==> src/rtl/cp0_reg.sv <==
// Coprocessor-0 register block: Count/Compare timer, Status/Cause/EPC/BadVAddr,
// exception and ERET capture, and a registered interrupt-pending flag.
module cp0_reg #(
   parameter logic [31:0] STATUS_RST = 32'h0040_0000
) (
   input  logic        clk,
   input  logic        rst,
   input  logic        we_i,
   input  logic [4:0]  waddr_i,
   input  logic [4:0]  raddr_i,
   input  logic [31:0] data_i,
   input  logic [5:0]  int_i,
   input  logic        exc_valid_i,
   input  logic [4:0]  exc_code_i,
   input  logic [31:0] exc_pc_i,
   input  logic        exc_bd_i,
   input  logic [31:0] exc_badvaddr_i,
   input  logic        eret_i,
   output logic [31:0] data_o,
   output logic [31:0] count_o,
   output logic [31:0] compare_o,
   output logic [31:0] status_o,
   output logic [31:0] cause_o,
   output logic [31:0] epc_o,
   output logic [31:0] badvaddr_o,
   output logic        timer_int_o,
   output logic        int_pending_o
);

   localparam logic [4:0]  REG_BADVADDR = 5'd8;
   localparam logic [4:0]  REG_COUNT    = 5'd9;
   localparam logic [4:0]  REG_COMPARE  = 5'd11;
   localparam logic [4:0]  REG_STATUS   = 5'd12;
   localparam logic [4:0]  REG_CAUSE    = 5'd13;
   localparam logic [4:0]  REG_EPC      = 5'd14;
   localparam logic [31:0] STATUS_MASK  = 32'h0000_FF03;

   logic [31:0] count_q, count_d;
   logic [31:0] compare_q, compare_d;
   logic [31:0] status_q, status_d;
   logic [31:0] cause_q, cause_d;
   logic [31:0] epc_q, epc_d;
   logic [31:0] badvaddr_q, badvaddr_d;
   logic        tick_q, tick_d;
   logic        timer_q, timer_d;
   logic        pend_q, pend_d;
   logic        swWrite;

   // Exceptions and ERET swallow any software write committing in the same cycle.
   assign swWrite = we_i & ~exc_valid_i & ~eret_i;

   always_comb begin
      tick_d     = ~tick_q;
      count_d    = count_q + {31'd0, tick_q};
      compare_d  = compare_q;
      status_d   = status_q;
      cause_d    = cause_q;
      epc_d      = epc_q;
      badvaddr_d = badvaddr_q;
      timer_d    = timer_q | ((count_q == compare_q) && (compare_q != 32'd0));

      if (swWrite && (waddr_i == REG_COUNT)) begin
         count_d = data_i;
      end
      if (swWrite && (waddr_i == REG_COMPARE)) begin
         compare_d = data_i;
         timer_d   = 1'b0;
      end

      if (exc_valid_i) begin
         cause_d[6:2] = exc_code_i;
         // A nested exception keeps the original return point.
         if (!status_q[1]) begin
            epc_d       = exc_bd_i ? (exc_pc_i - 32'd4) : exc_pc_i;
            cause_d[31] = exc_bd_i;
         end
         status_d[1] = 1'b1;
         if ((exc_code_i == 5'd4) || (exc_code_i == 5'd5)) begin
            badvaddr_d = exc_badvaddr_i;
         end
      end else if (eret_i) begin
         status_d[1] = 1'b0;
      end else if (we_i) begin
         case (waddr_i)
            REG_STATUS: status_d     = (status_q & ~STATUS_MASK) | (data_i & STATUS_MASK);
            REG_CAUSE:  cause_d[9:8] = data_i[9:8];
            REG_EPC:    epc_d        = data_i;
            default:    ;
         endcase
      end

      cause_d[15]    = int_i[5] | timer_d;
      cause_d[14:10] = int_i[4:0];

      pend_d = status_d[0] & ~status_d[1] & (|(cause_d[15:8] & status_d[15:8]));
   end

   always_ff @(posedge clk) begin
      if (rst) begin
         count_q    <= 32'd0;
         compare_q  <= 32'd0;
         status_q   <= STATUS_RST;
         cause_q    <= 32'd0;
         epc_q      <= 32'd0;
         badvaddr_q <= 32'd0;
         tick_q     <= 1'b0;
         timer_q    <= 1'b0;
         pend_q     <= 1'b0;
      end else begin
         count_q    <= count_d;
         compare_q  <= compare_d;
         status_q   <= status_d;
         cause_q    <= cause_d;
         epc_q      <= epc_d;
         badvaddr_q <= badvaddr_d;
         tick_q     <= tick_d;
         timer_q    <= timer_d;
         pend_q     <= pend_d;
      end
   end

   always_comb begin
      data_o = 32'd0;
      case (raddr_i)
         REG_BADVADDR: data_o = badvaddr_q;
         REG_COUNT:    data_o = count_q;
         REG_COMPARE:  data_o = compare_q;
         REG_STATUS:   data_o = status_q;
         REG_CAUSE:    data_o = cause_q;
         REG_EPC:      data_o = epc_q;
         default:      data_o = 32'd0;
      endcase
   end

   assign count_o       = count_q;
   assign compare_o     = compare_q;
   assign status_o      = status_q;
   assign cause_o       = cause_q;
   assign epc_o         = epc_q;
   assign badvaddr_o    = badvaddr_q;
   assign timer_int_o   = timer_q;
   assign int_pending_o = pend_q;

endmodule

==> config.mk <==
export PLATFORM = sky130hd
export DESIGN_NAME = cp0_reg
export DESIGN_NICKNAME = d
export VERILOG_FILES = /design/src/rtl/cp0_reg.sv
export SDC_FILE = /design/constraint.sdc
export NUM_CORES = 1
export LEC_CHECK = 0
export ABC_AREA = 1
export BUFFER_PORTS_ARGS = -buffer_cell sky130_fd_sc_hd__buf_2
export CAP_MARGIN = 10
export CORE_MARGIN = 8
export CORE_UTILIZATION = 40
export DETAILED_ROUTE_END_ITERATION = 12
export PLACE_DENSITY = 0.74
export RECOVER_POWER = 50
export SYNTH_ARGS = -nofsm -noshare
export SYNTH_HDL_FRONTEND = slang
export SYNTH_SLANG_ARGS = --single-unit
==> constraint.sdc <==
create_clock -name clk -period 2.2 [get_ports clk]
set_input_delay 0.33 -clock clk [delete_from_list [all_inputs] [get_ports clk]]
set_output_delay 0.33 -clock clk [all_outputs]
set_load 0.05 [all_outputs]
==> results of run 1 <==
==> path summary, 6_finish.rpt <==
| kind | depth (start not counted) | startpoint | endpoint |
|---|---|---|---|
| worst max-delay path | 6 | exc_valid_i | badvaddr_o[27] |
| worst min-delay path | 3 | exc_badvaddr_i[7] | badvaddr_o[7] |
| worst max register to register | 12 | tick_q | count_o[29] |
| worst min register to register | 1 | tick_q | tick_q |
==> through the flow <==
stage	setup WS [ns]	total power [mW]
after global routing	-0.00266	7.47
final	0.0765	7.26
after floorplan	0.0346	3.87
after CTS	0.00171	7.28
after detailed placement	-0.0225	4.26
after global placement	0.0109	4.26
==> worst min-delay path, cell delays in order <==
cell and delay [ns]:
buf_2 0.07, nor2_1 0.03, nor2_1 0.08
==> area by class of cell <==
type / count / area, um2 / area share [%]
Multi-Input combinational cell: 963 / 5050 / 43.5
Sequential cell: 155 / 3110 / 26.7
Timing Repair Buffer: 354 / 1910 / 16.4
Inverter: 157 / 589 / 5.07
Clock buffer: 17 / 425 / 3.66
Tap cell: 285 / 357 / 3.07
Clock inverter: 15 / 179 / 1.54
==> state kept, by name (all words and copies together), names as in the netlist <==
register       cells
compare_o         32
epc_o             32
tick_q             1
status_o          10
timer_int_o        1
badvaddr_o        32
cause_o           14
count_o           32
int_pending_o      1
==> synth_stat cells, types with 2 or more instances <==
cell / n / area, um2
a211oi_1: 7 / 52.6
a21o_1: 2 / 15.0
a21oi_1: 109 / 546
a221oi_1: 13 / 114
a22o_1: 2 / 17.5
a22oi_1: 22 / 165
a31oi_1: 6 / 37.5
buf_1: 2 / 7.51
buf_2: 20 / 100
buf_4: 41 / 308
clkbuf_1: 41 / 154
clkbuf_2: 2 / 10.0
conb_1: 2 / 7.51
dfxtp_1: 155 / 3100
ha_1: 3 / 37.5
inv_1: 151 / 567
inv_2: 6 / 22.5
nand2_1: 222 / 833
nand2_2: 3 / 18.8
nand2_4: 4 / 45.0
nand3_1: 38 / 190
nand3_4: 2 / 35.0
nand3b_1: 5 / 37.5
nand4_1: 22 / 138
nor2_1: 185 / 694
nor2_2: 6 / 37.5
nor2_4: 3 / 33.8
nor2_8: 2 / 40.0
nor3_1: 13 / 65.1
nor3_2: 3 / 30.0
nor3_4: 4 / 65.1
nor4_1: 2 / 12.5
nor4_2: 2 / 25.0
o2111ai_1: 2 / 17.5
o211ai_1: 24 / 180
o21ai_0: 113 / 566
o21ai_1: 27 / 135
or2_2: 6 / 37.5
xnor2_1: 25 / 219
xor2_1: 35 / 307
==> power by group <==
group	switching, mW	internal, mW	leakage [nW]
logic	0.923	0.283	4.15
clock network	1.43	1.63	0.292
registers	0.108	2.89	1.26
==> layer usage <==
layer | GRT usage (%) | part of all wire, %
met1 | 38.1 | 44
met5 | 0 | 0.063
met3 | 7.29 | 10
met2 | 43.3 | 44
met4 | 8.42 | 2.1
==> kinds of logic (layout without fill, tap and decap cells) <==
family,after synthesis,after routing,share of synthesized area [%]
flops,155,155,33.9
compound gates,333,333,20.8
simple gates,527,527,26.1
buf+inv,264,543,12.9
other cells,2,40,0.0822
fa+ha+maj,3,3,0.411
xor+xnor,60,60,5.75
==> timing repair <==
action,in CTS,in global routing
pin swaps,1,2
endpoints found under the setup margin,3,18
gates resized for setup,2,22
==> results.json, run 1 <==
{
  "status": "finished, final reports clean",
  "rows": 55,
  "slew_headroom_pct": 25.4,
  "cts.sinks": 155,
  "synth_edf_count": 0,
  "nets": 1774,
  "syn_avg_cell_area_um2": 6.80,
  "area_growth_pct": 27.2,
  "seq_area_frac_synth_pct": 33.9,
  "p_per_area_nw_per_um2": 625,
  "clkTransAtPathRegs_ns": 0.07,
  "critPathKind": "input pin to flop",
  "finClkSkew_ns": 0.00985,
  "cp-end-kind": "flop",
  "wl_per_cell_um": 21.1,
  "final_util_pct": 51.5,
  "diodes": 0,
  "ys_ff_latch": 155,
  "htree_levels": 4,
  "slowest_stage": "nor4_1",
  "cap_violations": 0,
  "dpl.hpwl_um": 32700,
  "report.final.slew_viol_count": 0,
  "critPathTopFamily": "buffers and inverters",
  "route.detailed.drc": 0,
  "clock_latency_ns": 0.43,
  "synth-main-ff-cell": "dfxtp_1",
  "cp_slowest_stage_delay_ns": 0.69,
  "die_area_um2": 27900,
  "startpoint_type": "input pin",
  "firstDrtPassIters": 6,
  "hold_violations": 0,
  "drive_gt1_share_pct": 22.3,
  "setup_viol": 0,
  "syn-cell-area_um2": 9140,
  "post-route-period-util_pct": 96.5,
  "p_leak_nw": 5.70,
  "layout_common_cells": "buf_2, nand2_1, nor2_1, dfxtp_1, inv_1",
  "path_max_fanout": 31,
  "core_um2": 22600,
  "crit_chain": "clkbuf_1 > nand2_1 > nor4_1 > clkbuf_2 > o21ai_0 > nor2_1",
  "num_vias": 10300,
  "cts_setup_buffers": 0,
  "whs_ns": 0.113,
  "root_buffer": "clkbuf_16",
  "grt_use_total_pct": 28.1,
  "port_buffers": 308,
  "pin_count": 349,
  "tns_ns": 0,
  "peakVddDrop_uv": 425,
  "postSynth.asyncResetShare_pct": 0,
  "die_w_um": 167,
  "path_buf_inv": 2,
  "fin_crit_ns": 2.12,
  "cp.arrival_ns": 2.50,
  "placed_cells": 1914,
  "ff2ff_setup_slack_ns": 0.14,
  "antenna_found_initial": 2,
  "yosysWarnings": 0,
  "cts_buffers": 17,
  "critPathRequiredTime_ns": 2.57,
  "cts_tree": "yes",
  "initial_core_util_pct": 40.5,
  "grt_max_degree": 56,
  "layout_commonest_cell": "buf_2",
  "grt_pass1_wl_um": 60600,
  "hold_class": "input pin to flop",
  "ant_nets": 0,
  "grt_pass1_vias": 9791,
  "instances_no_fill": 1946,
  "fill_cells": 2342,
  "worstMarginPinSlew_ns": 1.12,
  "max_freq_ghz": 0.471,
  "routed_wl_um": 41000,
  "overflow": 0,
  "viasPerCell": 5.30,
  "clockBufferDepth": 2,
  "synth.distinct_cells": 52,
  "syn_inst": 1344,
  "postCtsHoldBufs": 0,
  "gp_congestion": 0.965,
  "final_area_um2": 11600,
  "drt_iter0_markers": 1105,
  "place_area_um2": 11100,
  "die_h_um": 167
}
(Power assumes the default switching activity.)
==> inputs of run 2 (changes only) <==
Settings changed: CAP_MARGIN 10 to 15, REMOVE_ABC_BUFFERS from default to 1.
==> run 2 against run 1 <==
The flow now finishes with violations (max-capacitance violations, max-slew violations). Clock power grew 1%. Non-clock buffer count grew 5. Cell count grew 0.57%. Via count grew 2.4%. Utilization is essentially flat. Die area is the same. Wire length shrank 1.1%. First-iteration DRC count shrank 16%. Maximum frequency shrank 3.0%. Power grew 0.28%. Critical path type is now input pin to primary output.
==> results.json, run 2 (synthesis results as in run 1) <==
{
  "drive_gt1_share_pct": 21.3,
  "overflow": 0,
  "path_buf_inv": 4,
  "violations": "max-capacitance violations, max-slew violations",
  "layout_common_cells": "buf_2, nand2_1, nor2_1, dfxtp_1, inv_1",
  "rows": 55,
  "path_max_fanout": 17,
  "grt_pass1_vias": 10400,
  "clkTransAtPathRegs_ns": 0.07,
  "startpoint_type": "input pin",
  "ant_nets": 0,
  "viasPerCell": 5.40,
  "critPathTopFamily": "compound AO/OA/AOI/OAI gates",
  "layout_commonest_cell": "buf_2",
  "slew_headroom_pct": -4.26,
  "clockBufferDepth": 2,
  "p_per_area_nw_per_um2": 626,
  "peakVddDrop_uv": 457,
  "die_area_um2": 27900,
  "post-route-period-util_pct": 99.5,
  "report.final.slew_viol_count": 27,
  "hold_violations": 0,
  "critPathKind": "input pin to primary output",
  "pin_count": 349,
  "root_buffer": "clkbuf_16",
  "fill_cells": 2293,
  "cts.sinks": 155,
  "gp_congestion": 0.928,
  "cts_setup_buffers": 0,
  "firstDrtPassIters": 5,
  "wl_per_cell_um": 20.7,
  "status": "finished, violations left",
  "drt_iter0_markers": 929,
  "route.detailed.drc": 0,
  "postCtsHoldBufs": 0,
  "finClkSkew_ns": 0.0114,
  "place_ws_ns": 0.0297,
  "die_h_um": 167,
  "htree_levels": 4,
  "cp_slowest_stage_delay_ns": 0.44,
  "die_w_um": 167,
  "port_buffers": 308,
  "cts_buffers": 17,
  "routed_wl_um": 40600,
  "placed_cells": 1919,
  "fin_ws_ns": 0.0100,
  "critPathRequiredTime_ns": 1.87,
  "cts_tree": "yes",
  "hold_class": "input pin to flop",
  "instances_no_fill": 1957,
  "p_leak_nw": 5.68,
  "dpl.hpwl_um": 31600,
  "cap_violations": 1,
  "core_um2": 22600,
  "setup_viol": 0,
  "slowest_stage": "a221oi_1",
  "final_util_pct": 51.5,
  "initial_core_util_pct": 40.5,
  "grt_use_total_pct": 27.7,
  "grt_pass1_wl_um": 60200,
  "nets": 1779,
  "worstMarginPinSlew_ns": 1.56,
  "num_vias": 10600,
  "cp.arrival_ns": 1.86,
  "max_freq_ghz": 0.457,
  "fin_crit_ns": 2.19,
  "grt_max_degree": 52,
  "antenna_found_initial": 9,
  "crit_chain": "buf_2 > nand2_1 > inv_1 > and3_1 > buf_4 > a221oi_1 > o211ai_1 > buf_12",
  "clock_latency_ns": 0.44,
  "rsz0062_at_grt": "false",
  "cp-end-kind": "primary output",
  "area_growth_pct": 27.2,
  "postCtsResizedCells": 0
}
## run 2: path summary, 6_finish.rpt
check	end	from	cells past startpoint	slack, ns
setup reg to reg	count_o[31]	count_o[0]	11	0.12
setup / recovery	data_o[22]	raddr_i[2]	8	0.01
hold reg to reg	tick_q	tick_q	1	0.43
hold / removal	badvaddr_o[22]	exc_badvaddr_i[22]	3	0.11
## run 2: layout make-up
class / count / area [um2] / area share [%]
Multi-Input combinational cell: 963 / 5000 / 43.0
Clock buffer: 21 / 470 / 4.05
Sequential cell: 155 / 3100 / 26.7
Clock inverter: 11 / 133 / 1.14
Antenna cell: 6 / 15.0 / 0.129
Timing Repair Buffer: 359 / 1960 / 16.8
Inverter: 157 / 589 / 5.07
Tap cell: 285 / 357 / 3.07
## run 2: power by group
| group | internal, mW | total [mW] | switching, mW |
|---|---|---|---|
| Combinational | 0.278 | 1.21 | 0.932 |
| Clock | 1.78 | 3.10 | 1.32 |
| Sequential | 2.89 | 2.97 | 0.0747 |
## run 2: stage by stage
step / cell area [um2] / hold WS (ns) / setup TNS [ns] / power [mW]
6_report: 11600 / 0.110 / 0 / 7.28
5_1_grt: 11600 / 0.111 / 0 / 7.50
4_1_cts: 11700 / 0.101 / 0 / 7.32
3_5_place_dp: 11100 / 0.426 / 0 / 4.24
3_3_place_gp: 11100 / 0.403 / 0 / 4.23
2_1_floorplan: 8690 / 0.392 / -17.00 / 3.77
## run 2: per-layer routing
metal  global-route usage, %  wire length, um  part of all wire [%]  vias up
met5                       0               44                  0.11        -
met4                    12.5             1530                   3.8        6
met2                    46.1            18800                    46      603
li1                        -                -                     -     4961
met1                    33.0            16200                    40     4889
met3                    7.43             4020                   9.9      102
## run 2: worst reg2reg max path: stages (launching register included)
cell     delay, ns
dfxtp_1       0.35
ha_1          0.19
buf_4         0.13
nand3_4       0.09
nor2_2        0.20
nand2_4       0.13
nor2_8        0.16
and3_4        0.22
nand4_1       0.17
o21ai_1       0.25
o21ai_1       0.10
inv_1         0.05
==> inputs of run 3 (changes only) <==
Settings changed: BUFFER_PORTS_ARGS -buffer_cell sky130_fd_sc_hd__buf_2 to -buffer_cell sky130_fd_sc_hd__clkbuf_2, CTS_BUF_LIST from default to sky130_fd_sc_hd__clkbuf_4 sky130_fd_sc_hd__clkbuf_8.
==> run 3 against run 2 <==
The flow now finishes without violations. Die area stayed put. Global-route usage grew 0.59 points. Clock skew grew 0.0061 ns. Non-clock buffer count is 6 lower. Register-to-register slack better by 0.06 ns. Setup slack better by 0.10 ns. Clock power decreased by 26%. Power is 11% lower. First-iteration DRC count grew 11%. Count of clock-buffer cells in the layout fell by 2. Cell count decreased by 0.41%. Largest cell class unchanged. Highest routed layer unchanged.
==> results.json, run 3 (synthesis results as in run 1) <==
{
  "fill_cells": 2272,
  "cp-end-kind": "primary output",
  "rsz0062_at_grt": "false",
  "overflow": 0,
  "dpl.hpwl_um": 31900,
  "routed_wl_um": 40900,
  "cts.sinks": 155,
  "crit_chain": "clkbuf_2 > nor2_1 > nand3_1 > inv_1 > buf_4 > a22oi_1 > nand3_1 > buf_12",
  "drive_gt1_share_pct": 21.3,
  "final_area_um2": 11800,
  "fin_crit_ns": 2.09,
  "seq_power_share_pct": 45.8,
  "htree_levels": 4,
  "die_h_um": 167,
  "antenna_found_initial": 7,
  "combinationalPowerShare_pct": 19.0,
  "layout_common_cells": "nand2_1, clkbuf_2, nor2_1, dfxtp_1, inv_1",
  "tns_ns": 0,
  "die_area_um2": 27900,
  "finClkSkew_ns": 0.0175,
  "rows": 55,
  "critPathTopFamily": "buffers and inverters",
  "hold_violations": 0,
  "num_vias": 10500,
  "placed_cells": 1913,
  "grt_max_degree": 61,
  "initial_core_util_pct": 40.5,
  "slowest_stage": "inv_1",
  "worstMarginPinSlew_ns": 0.965,
  "clkTransAtPathRegs_ns": 0.10,
  "swShare_pct": 34.5,
  "place_area_um2": 11600,
  "cts_tree": "yes",
  "grt_pass1_wl_um": 61400,
  "status": "finished, final reports clean",
  "ant_nets": 0,
  "firstDrtPassIters": 6,
  "critPathRequiredTime_ns": 1.87,
  "netSwitchingPower_mw": 2.23,
  "fin_ws_ns": 0.113,
  "peakVddDrop_uv": 315,
  "route.detailed.drc": 0,
  "max_freq_ghz": 0.479,
  "place_ws_ns": 0.0723,
  "nets": 1773,
  "path_max_fanout": 4,
  "multiInputGateArea_um2": 4980,
  "p_per_area_nw_per_um2": 549,
  "cp.arrival_ns": 1.76,
  "register_area_um2": 3100,
  "root_buffer": "clkbuf_8",
  "post-route-period-util_pct": 94.9,
  "clock_latency_ns": 0.47,
  "path_buf_inv": 4,
  "slew_headroom_pct": 35.7,
  "cap_violations": 0,
  "die_w_um": 167,
  "critPathKind": "input pin to primary output",
  "core_um2": 22600,
  "clockBufferDepth": 2,
  "drt_iter0_markers": 1027,
  "hold_class": "input pin to flop",
  "port_buffers": 308,
  "clockPowerShare_pct": 35.2,
  "area_growth_pct": 29.2,
  "layout_commonest_cell": "nand2_1",
  "cts_setup_buffers": 0,
  "postCtsHoldBufs": 0,
  "report.final.slew_viol_count": 0,
  "grt_pass1_vias": 10200,
  "pin_count": 349,
  "cp_slowest_stage_delay_ns": 0.34,
  "setup_viol": 0,
  "p_total_mw": 6.48,
  "instances_no_fill": 1949,
  "p_int_mw": 4.24,
  "wl_per_cell_um": 21.0,
  "viasPerCell": 5.38,
  "grt_use_total_pct": 28.3,
  "cts_buffers": 17,
  "cp_common_cell": "nand3_1",
  "final_util_pct": 52.3,
  "gp_congestion": 0.923,
  "p_leak_nw": 5.63,
  "whs_ns": 0.0549,
  "startpoint_type": "input pin"
}
run 3: cell types whose count changed in the layout (fill, tap and decap cells not counted), sizes merged:
cell	before	now
buf	275	67
clkbuf	105	305
clkinv	3	5
diode	6	5
inv	161	160
run 3: power groups by stage:
stage | combinational (mW) | sequential (mW) | clock [mW]
2_1_floorplan | 0.467 | 3.30 | 0
3_3_place_gp | 1.23 | 3.03 | 0
3_5_place_dp | 1.24 | 3.03 | 0
4_1_cts | 1.25 | 2.97 | 2.31
5_1_grt | 1.31 | 2.98 | 2.41
6_report | 1.23 | 2.97 | 2.28
run 3: layer usage:
layer  part of all wire [%]  track usage, %
met4                    3.3            12.0
met1                     42            35.6
met5                  0.073               0
met3                    8.5            6.42
met2                     46            46.0
run 3: timing repair:
| item | in CTS | in global routing |
|---|---|---|
| endpoints found under the hold margin | 0 | 0 |
| setup endpoints to repair | 0 | 21 |
| resized for setup | 0 | 1 |
run 3: worst min-delay path, cell delays in order:
cell and delay, ns:
clkbuf_2 0.09, inv_1 0.04, nor2_1 0.03
run 3: final timing paths:
kind            endpoint  cells past startpoint  slack, ns  startpoint
min reg2reg       tick_q                      1       0.42      tick_q
min          cause_o[10]                      3       0.05    int_i[0]
max           data_o[11]                      8       0.11  raddr_i[0]
max reg2reg  count_o[27]                     11       0.18  count_o[0]
run 3: layout make-up:
type	instances	area share [%]
multi-input combinational	963	42.2
sequential	155	26.3
timing repair buffer	353	20.1
inverter	157	4.99
tap	285	3.02
clock buffer	19	2.16
clock inverter	12	1.17
antenna	5	0.106
